===== src/rtl/gt_spi_pkg.sv =====
// rtl/gt_spi_pkg.sv - shared constants and state type for the SPI target
package gt_spi_pkg;
    localparam int SPI_BITS = 8;
    localparam logic [SPI_BITS-1:0] IDLE_BYTE_DEFAULT = 8'hFF;

    typedef enum logic {
        ST_IDLE,
        ST_SHIFT
    } spi_state_t;
endpackage


===== src/rtl/spi_target_if.sv =====
// rtl/spi_target_if.sv - pin and byte-stream signals of the SPI target
interface spi_target_if;
    import gt_spi_pkg::*;

    logic                SCK;
    logic                nSS;
    logic                MOSI;
    logic                MISO;
    logic                MISO_OE;
    logic [SPI_BITS-1:0] TX_DATA;
    logic                TX_VALID;
    logic                TX_READY;
    logic                TX_UNDERRUN;
    logic [SPI_BITS-1:0] RX_DATA;
    logic                RX_VALID;
    logic                RX_READY;
    logic                RX_OVERRUN;
    logic                OVR_CLR;
    logic                BUSY;

    modport master (
        output SCK, nSS, MOSI, TX_DATA, TX_VALID, RX_READY, OVR_CLR,
        input  MISO, MISO_OE, TX_READY, TX_UNDERRUN, RX_DATA, RX_VALID, RX_OVERRUN, BUSY
    );

    modport slave (
        input  SCK, nSS, MOSI, TX_DATA, TX_VALID, RX_READY, OVR_CLR,
        output MISO, MISO_OE, TX_READY, TX_UNDERRUN, RX_DATA, RX_VALID, RX_OVERRUN, BUSY
    );
endinterface


===== src/rtl/spi_pin_sync.sv =====
// rtl/spi_pin_sync.sv - multi-stage pin synchroniser with rise/fall pulses
module spi_pin_sync #(
    parameter int   SYNC_STAGES = 2,
    parameter logic RESET_VAL   = 1'b0
) (
    input  logic i_clk,
    input  logic i_rst,
    input  logic i_pin,
    output logic o_rise,
    output logic o_fall
);
    logic [SYNC_STAGES-1:0] r_sync;
    logic                   r_prev;
    logic                   w_level;

    assign w_level = r_sync[SYNC_STAGES-1];
    assign o_rise  = w_level & ~r_prev;
    assign o_fall  = ~w_level & r_prev;

    always_ff @(posedge i_clk or posedge i_rst) begin
        if (i_rst) begin
            r_sync <= {SYNC_STAGES{RESET_VAL}};
            r_prev <= RESET_VAL;
        end else begin
            r_sync <= {r_sync[SYNC_STAGES-2:0], i_pin};
            r_prev <= w_level;
        end
    end
endmodule


===== src/rtl/spi_target.sv =====
// rtl/spi_target.sv - SPI mode-0 target with one-deep TX holding register
// and an RX register with overrun tracking.
module spi_target
    import gt_spi_pkg::*;
#(
    parameter int                  SYNC_STAGES = 2,
    parameter logic [SPI_BITS-1:0] IDLE_BYTE   = IDLE_BYTE_DEFAULT
) (
    input logic         CLK,
    input logic         RST,
    spi_target_if.slave bus
);
    localparam int              CW       = $clog2(SPI_BITS);
    localparam logic [CW-1:0]   CNT_ONE  = CW'(1);
    localparam logic [CW-1:0]   CNT_LAST = CW'(SPI_BITS - 1);

    spi_state_t            r_state;
    logic [CW-1:0]         r_count;
    logic [SPI_BITS-1:0]   r_tx_shift;
    logic [SPI_BITS-2:0]   r_rx_shift;
    logic [SPI_BITS-1:0]   r_hold;
    logic                  r_hold_full;
    logic [SPI_BITS-1:0]   r_rx_data;
    logic                  r_rx_valid;
    logic                  r_overrun;
    logic                  r_underrun;
    logic                  r_miso_oe;
    logic [SYNC_STAGES-1:0] r_mosi_sync;

    logic                  w_sck_rise;
    logic                  w_sck_fall;
    logic                  w_nss_rise;
    logic                  w_nss_fall;
    logic                  w_mosi;
    logic                  w_reload;
    logic                  w_byte_done;
    logic                  w_hold_load;
    logic [SPI_BITS-1:0]   w_load_byte;
    logic [SPI_BITS-1:0]   w_rx_next;

    spi_pin_sync #(.SYNC_STAGES(SYNC_STAGES), .RESET_VAL(1'b0)) u_sck_sync (
        .i_clk (CLK),
        .i_rst (RST),
        .i_pin (bus.SCK),
        .o_rise(w_sck_rise),
        .o_fall(w_sck_fall)
    );

    spi_pin_sync #(.SYNC_STAGES(SYNC_STAGES), .RESET_VAL(1'b1)) u_nss_sync (
        .i_clk (CLK),
        .i_rst (RST),
        .i_pin (bus.nSS),
        .o_rise(w_nss_rise),
        .o_fall(w_nss_fall)
    );

    assign w_mosi      = r_mosi_sync[SYNC_STAGES-1];
    assign w_rx_next   = {r_rx_shift, w_mosi};
    assign w_load_byte = r_hold_full ? r_hold : IDLE_BYTE;
    assign w_hold_load = bus.TX_VALID && !r_hold_full;
    // A reload samples the holding register before any same-cycle load lands.
    assign w_reload    = ((r_state == ST_IDLE) && w_nss_fall) ||
                         ((r_state == ST_SHIFT) && !w_nss_rise && w_sck_fall && (r_count == '0));
    assign w_byte_done = (r_state == ST_SHIFT) && !w_nss_rise && w_sck_rise && (r_count == CNT_LAST);

    always_ff @(posedge CLK or posedge RST) begin
        if (RST) begin
            r_state     <= ST_IDLE;
            r_count     <= '0;
            r_tx_shift  <= '0;
            r_rx_shift  <= '0;
            r_hold      <= '0;
            r_hold_full <= 1'b0;
            r_rx_data   <= '0;
            r_rx_valid  <= 1'b0;
            r_overrun   <= 1'b0;
            r_underrun  <= 1'b0;
            r_miso_oe   <= 1'b0;
            r_mosi_sync <= '0;
        end else begin
            r_mosi_sync <= {r_mosi_sync[SYNC_STAGES-2:0], bus.MOSI};
            r_underrun  <= w_reload && !r_hold_full;
            r_hold_full <= (r_hold_full && !w_reload) || w_hold_load;
            if (w_hold_load) begin
                r_hold <= bus.TX_DATA;
            end

            if (w_byte_done && (!r_rx_valid || bus.RX_READY)) begin
                r_rx_data  <= w_rx_next;
                r_rx_valid <= 1'b1;
            end else if (r_rx_valid && bus.RX_READY) begin
                r_rx_valid <= 1'b0;
            end
            r_overrun <= (r_overrun && !bus.OVR_CLR) ||
                         (w_byte_done && r_rx_valid && !bus.RX_READY);

            case (r_state)
                ST_IDLE: begin
                    if (w_nss_fall) begin
                        r_state    <= ST_SHIFT;
                        r_count    <= '0;
                        r_tx_shift <= w_load_byte;
                        r_miso_oe  <= 1'b1;
                    end
                end
                ST_SHIFT: begin
                    if (w_nss_rise) begin
                        r_state   <= ST_IDLE;
                        r_count   <= '0;
                        r_miso_oe <= 1'b0;
                    end else if (w_sck_rise) begin
                        r_rx_shift <= w_rx_next[SPI_BITS-2:0];
                        r_count    <= r_count + CNT_ONE;
                    end else if (w_sck_fall) begin
                        if (r_count == '0) begin
                            r_tx_shift <= w_load_byte;
                        end else begin
                            r_tx_shift <= {r_tx_shift[SPI_BITS-2:0], 1'b0};
                        end
                    end
                end
                default: r_state <= ST_IDLE;
            endcase
        end
    end

    assign bus.MISO        = r_miso_oe & r_tx_shift[SPI_BITS-1];
    assign bus.MISO_OE     = r_miso_oe;
    assign bus.TX_READY    = !r_hold_full;
    assign bus.TX_UNDERRUN = r_underrun;
    assign bus.RX_DATA     = r_rx_data;
    assign bus.RX_VALID    = r_rx_valid;
    assign bus.RX_OVERRUN  = r_overrun;
    assign bus.BUSY        = (r_state == ST_SHIFT) && (r_count != '0);
endmodule


===== src/flat_wrapper.sv =====
// flat-port wrapper written by rule: the top's interface ports become plain ports
module spi_target_flat import gt_spi_pkg::*;
#(
    parameter int                  SYNC_STAGES = 2,
    parameter logic [SPI_BITS-1:0] IDLE_BYTE   = IDLE_BYTE_DEFAULT
)
  (CLK, RST, bus_SCK, bus_nSS, bus_MOSI, bus_TX_DATA, bus_TX_VALID, bus_RX_READY, bus_OVR_CLR, bus_MISO, bus_MISO_OE, bus_TX_READY, bus_TX_UNDERRUN, bus_RX_DATA, bus_RX_VALID, bus_RX_OVERRUN, bus_BUSY);
  spi_target_if bus_i ();
  input logic CLK;
  input logic RST;
  input wire logic [$bits(bus_i.SCK)-1:0] bus_SCK;
  input wire logic [$bits(bus_i.nSS)-1:0] bus_nSS;
  input wire logic [$bits(bus_i.MOSI)-1:0] bus_MOSI;
  input wire logic [$bits(bus_i.TX_DATA)-1:0] bus_TX_DATA;
  input wire logic [$bits(bus_i.TX_VALID)-1:0] bus_TX_VALID;
  input wire logic [$bits(bus_i.RX_READY)-1:0] bus_RX_READY;
  input wire logic [$bits(bus_i.OVR_CLR)-1:0] bus_OVR_CLR;
  output wire logic [$bits(bus_i.MISO)-1:0] bus_MISO;
  output wire logic [$bits(bus_i.MISO_OE)-1:0] bus_MISO_OE;
  output wire logic [$bits(bus_i.TX_READY)-1:0] bus_TX_READY;
  output wire logic [$bits(bus_i.TX_UNDERRUN)-1:0] bus_TX_UNDERRUN;
  output wire logic [$bits(bus_i.RX_DATA)-1:0] bus_RX_DATA;
  output wire logic [$bits(bus_i.RX_VALID)-1:0] bus_RX_VALID;
  output wire logic [$bits(bus_i.RX_OVERRUN)-1:0] bus_RX_OVERRUN;
  output wire logic [$bits(bus_i.BUSY)-1:0] bus_BUSY;
  assign bus_i.SCK = bus_SCK;
  assign bus_i.nSS = bus_nSS;
  assign bus_i.MOSI = bus_MOSI;
  assign bus_i.TX_DATA = bus_TX_DATA;
  assign bus_i.TX_VALID = bus_TX_VALID;
  assign bus_i.RX_READY = bus_RX_READY;
  assign bus_i.OVR_CLR = bus_OVR_CLR;
  assign bus_MISO = bus_i.MISO;
  assign bus_MISO_OE = bus_i.MISO_OE;
  assign bus_TX_READY = bus_i.TX_READY;
  assign bus_TX_UNDERRUN = bus_i.TX_UNDERRUN;
  assign bus_RX_DATA = bus_i.RX_DATA;
  assign bus_RX_VALID = bus_i.RX_VALID;
  assign bus_RX_OVERRUN = bus_i.RX_OVERRUN;
  assign bus_BUSY = bus_i.BUSY;
  spi_target #(.SYNC_STAGES(SYNC_STAGES), .IDLE_BYTE(IDLE_BYTE)) u_core (.CLK(CLK), .RST(RST), .bus(bus_i));
endmodule

===== config.mk =====
export PLATFORM = sky130hd
export DESIGN_NAME = spi_target_flat
export DESIGN_NICKNAME = d
export VERILOG_FILES = /design/src/rtl/gt_spi_pkg.sv /design/src/rtl/spi_target_if.sv /design/src/rtl/spi_pin_sync.sv /design/src/rtl/spi_target.sv /design/src/flat_wrapper.sv
export SDC_FILE = /design/constraint.sdc
export NUM_CORES = 1
export LEC_CHECK = 0
export ABC_AREA = 1
export BUFFER_PORTS_ARGS = -buffer_cell sky130_fd_sc_hd__buf_2
export CAP_MARGIN = 30
export CORE_ASPECT_RATIO = 1.25
export CORE_UTILIZATION = 40
export CTS_CLUSTER_SIZE = 28
export DETAILED_ROUTE_END_ITERATION = 10
export PLACE_DENSITY = 0.7
export SETUP_SLACK_MARGIN = 0.02
export SYNTH_ARGS = -nofsm -noshare
export SYNTH_HDL_FRONTEND = slang
export SYNTH_SLANG_ARGS = --single-unit

===== constraint.sdc =====
create_clock -name CLK -period 2.7 [get_ports CLK]
set_input_delay 0.135 -clock CLK [delete_from_list [all_inputs] [get_ports CLK]]
set_output_delay 0.135 -clock CLK [all_outputs]
set_load 0.005 [all_outputs]

==> metrics.md <==
| Metric | Value |
|---|---|
| Hold Vio Cnt, Final | `0` |
| Die footprint | `0.00540 mm^2` |
| Cells after Synth | `216` |
| Fmax | `0.605 GHz` |
| TritonCTS clock tree | `built` |
| LEAKAGE | `1.32 nW` |
| VDD IR max | `0.000500 V` |
| Wire length per cell | `10.4 um` |
| Hold-fix buffers, CTS | `4` |
| Post-synthesis cell type count | `25` |
| Final core occ | `0.499` |
| Commonest non-fill, non-tap cells in the layout | `nand2_1 (89), dfrtp_1 (45), buf_2 (30)` |
| Drt drc | `0` |
| Startpoint Class | `flip-flop` |
| Ant diodes | `0` |
| Global-route wire length before repair | `6010 um` |
| Power Total | `0.00192 W` |
| Crit-path max FO | `21` |
| Total global-route track usage | `0.147` |
| Sequential fraction of the synthesis area | `0.590` |
| Initial antenna violation count | `0` |
| CP cell instances | `nand3_2 -> nor2_4 -> nand3_2 -> nand2_1 -> nand2_1` |
| Placed cell area | `0.00226 mm^2` |
| GRT Residual Overflow | `0` |
| Logic pwr share | `0.217` |
| Core Area | `0.00483 mm^2` |
| Nets | `272` |
| Port Buf Inserts | `30` |
| Die Ht | `81.9 um` |
| Number of cells upsized or downsized after cts | `0` |
| CP required | `2.89 ns` |
| Post-Route Setup TNS | `0 ns` |
| Sw frac | `0.291` |
| Pwr/cell area | `797 mW/mm^2` |
| Worst setup margin | `1.05 ns` |
| Synthesized area | `0.00204 mm^2` |
| Slew of the pin with the lowest slew margin | `0.547 ns` |
| Setup crit end kind | `flip-flop` |
| P_int | `0.00136 W` |
| Tmin final | `1.65 ns` |
| Seq pwr share | `0.518` |
| Main synth FF type | `dfrtp_1` |
| Post-synth EDFFs | `0` |
| # Post-CTS Setup Buffers | `0` |
| DR vias/cell | `4.61` |
| Clk slew on worst S/H paths | `0.09 ns` |
| Syn nets | `235` |
| CTS Buffer Depth | `2` |
| Sink Count | `48` |
| Later-pin clock latency in the skew report | `0.30 ns` |
| DR vias | `1449` |
| Clock skew | `0.00916 ns` |
| Finished Cell Area | `0.00241 mm^2` |
| Rows | `28` |
| Routed WL | `3260 um` |
| Headroom to the max-slew limit | `0.635` |
| Clock share of power | `0.265` |
| Slowest-stage cell, CP | `dfrtp_1` |
| Yosys warns | `0` |
| Status | `finished, final reports clean` |
| Max Cap Viol | `0` |
| Commonest non-fill, non-tap cell in the layout | `nand2_1` |
| Vias in the first global route | `1423` |
| HPWL Detailed | `2350 um` |
| Critical path's largest stage delay | `0.57 ns` |
| Slew Limit Fails | `0` |
| CTS Buf Count | `5` |
| Asr flop ratio synth | `1.00` |
| H-Tree Depth | `2` |
| Critical path class | `reg -> reg` |
| Worst Hold Class | `in -> reg` |
| Die extent in x | `65.9 um` |
| Psw | `0.000559 W` |
| Number of DRC markers in iteration 0 | `73` |
| Final period util | `0.613` |
| CTS root buf | `clkbuf_8` |
| WP data arrival | `1.85 ns` |
| Share of layout cells above drive strength 1 | `0.260` |
| GP Congestion | `0.750` |
| I/O pin cnt | `31` |
| P&R area growth vs syn | `18.1%` |
| DRT antenna net count | `0` |
| Synth Area per Inst | `9.45 um^2` |
| Worst slack, placed | `1.01 ns` |
| Initial Utilization | `0.422` |
| Setup Viol. Count Final | `0` |
| Largest net degree at the start of global routing | `26` |
| Drt pass-1 iters | `4` |
| Flops & latches, synth | `48` |
| Unrepaired setup endpoints after global routing | `false` |
==> power groups by stage <==
stage	Clock (W)	Combinational, W	Sequential [W]
2_1_floorplan	0	0.000341	0.000978
3_3_place_gp	0	0.000406	0.00100
3_5_place_dp	0	0.000419	0.00101
4_1_cts	0.000531	0.000426	0.000997
5_1_grt	0.000556	0.000498	0.00102
6_report	0.000508	0.000418	0.000995
==> layer usage <==
metal / track usage / part of all wire / vias up
met3: 0.0458 / 0.047 / 5
met2: 0.263 / 0.49 / 35
met5: 0 / 0 / -
met4: 0.0522 / 0.017 / 0
li1: - / - / 749
met1: 0.160 / 0.45 / 660
==> worst max-delay path: cells and delay by family (launching register included) <==
family / cells / cell delay [ns]
simple gates: 5 / 0.98
flops: 1 / 0.57
==> cells in the mapped netlist (2+ instances only) <==
cell type	count	area (um^2)
a21oi_1	2	10.0
nand4_1	8	50.1
inv_2	3	11.3
nand2_1	89	334
mux2_2	7	78.8
nand3_2	2	20.0
nand3_1	9	45.0
buf_4	2	15.0
nand2_2	5	31.3
nor2_1	2	7.51
inv_1	15	56.3
ha_1	3	37.5
or2_1	6	37.5
o21ai_1	5	25.0
o21ai_2	2	17.5
dfstp_2	3	78.8
dfrtp_1	45	1130
==> cell families (layout without fill, tap and decap cells) <==
group / after synthesis / count (layout) / synth area share
compound gates: 10 / 10 / 0.0282
fa+ha+maj: 3 / 3 / 0.0184
buf+inv: 24 / 62 / 0.0533
flops: 48 / 48 / 0.590
mux: 7 / 7 / 0.0386
simple gates: 124 / 124 / 0.271
==> registers in the layout (all words and copies together) (netlist names) <==
register                  flops
u_core.bus.MISO_OE            1
u_core.bus.RX_DATA            8
u_core.bus.RX_OVERRUN         1
u_core.bus.RX_VALID           1
u_core.bus.TX_UNDERRUN        1
u_core.r_count                3
u_core.r_hold                 8
u_core.r_hold_full            1
u_core.r_mosi_sync            2
u_core.r_rx_shift             7
u_core.r_state                1
u_core.r_tx_shift             8
u_core.u_nss_sync.r_prev      1
u_core.u_nss_sync.r_sync      2
u_core.u_sck_sync.r_prev      1
u_core.u_sck_sync.r_sync      2
==> per-stage QoR <==
| stage | hold slack [ns] | std cells |
|---|---|---|
| final | 0.0645 | 314 |
| after global routing | 0.0485 | 314 |
| after CTS | 0.0491 | 314 |
| after detailed placement | 0.216 | 302 |
| after global placement | 0.240 | 301 |
| after floorplan | 0.139 | 216 |
==> final timing paths <==
| check | start | to | slack [ns] | cells past startpoint |
|---|---|---|---|---|
| worst max-delay path | u_core.r_state | u_core.bus.RX_DATA[5] | 1.05 | 5 |
| worst min-delay path | bus_TX_DATA[7] | u_core.r_hold[7] | 0.06 | 2 |
| worst max register to register | u_core.r_state | u_core.bus.RX_DATA[5] | 1.05 | 5 |
| worst min register to register | u_core.u_sck_sync.r_sync[0] | u_core.u_sck_sync.r_sync[1] | 0.34 | 0 |
| max in group asynchronous | RST | u_core.r_tx_shift[5] | 1.77 | 4 |
| min in group asynchronous | RST | u_core.r_rx_shift[1] | 0.42 | 3 |
==> area by class of cell <==
type                       instances  area (um^2)
timing repair buffer              35          218
inverter                          19         73.8
fill                             484         2420
clock buffer                       5         68.8
multi-input combinational        144          728
tap                               60         75.1
clock inverter                     3         42.5
sequential                        48         1200
Power figures use the tool's default switching activity.
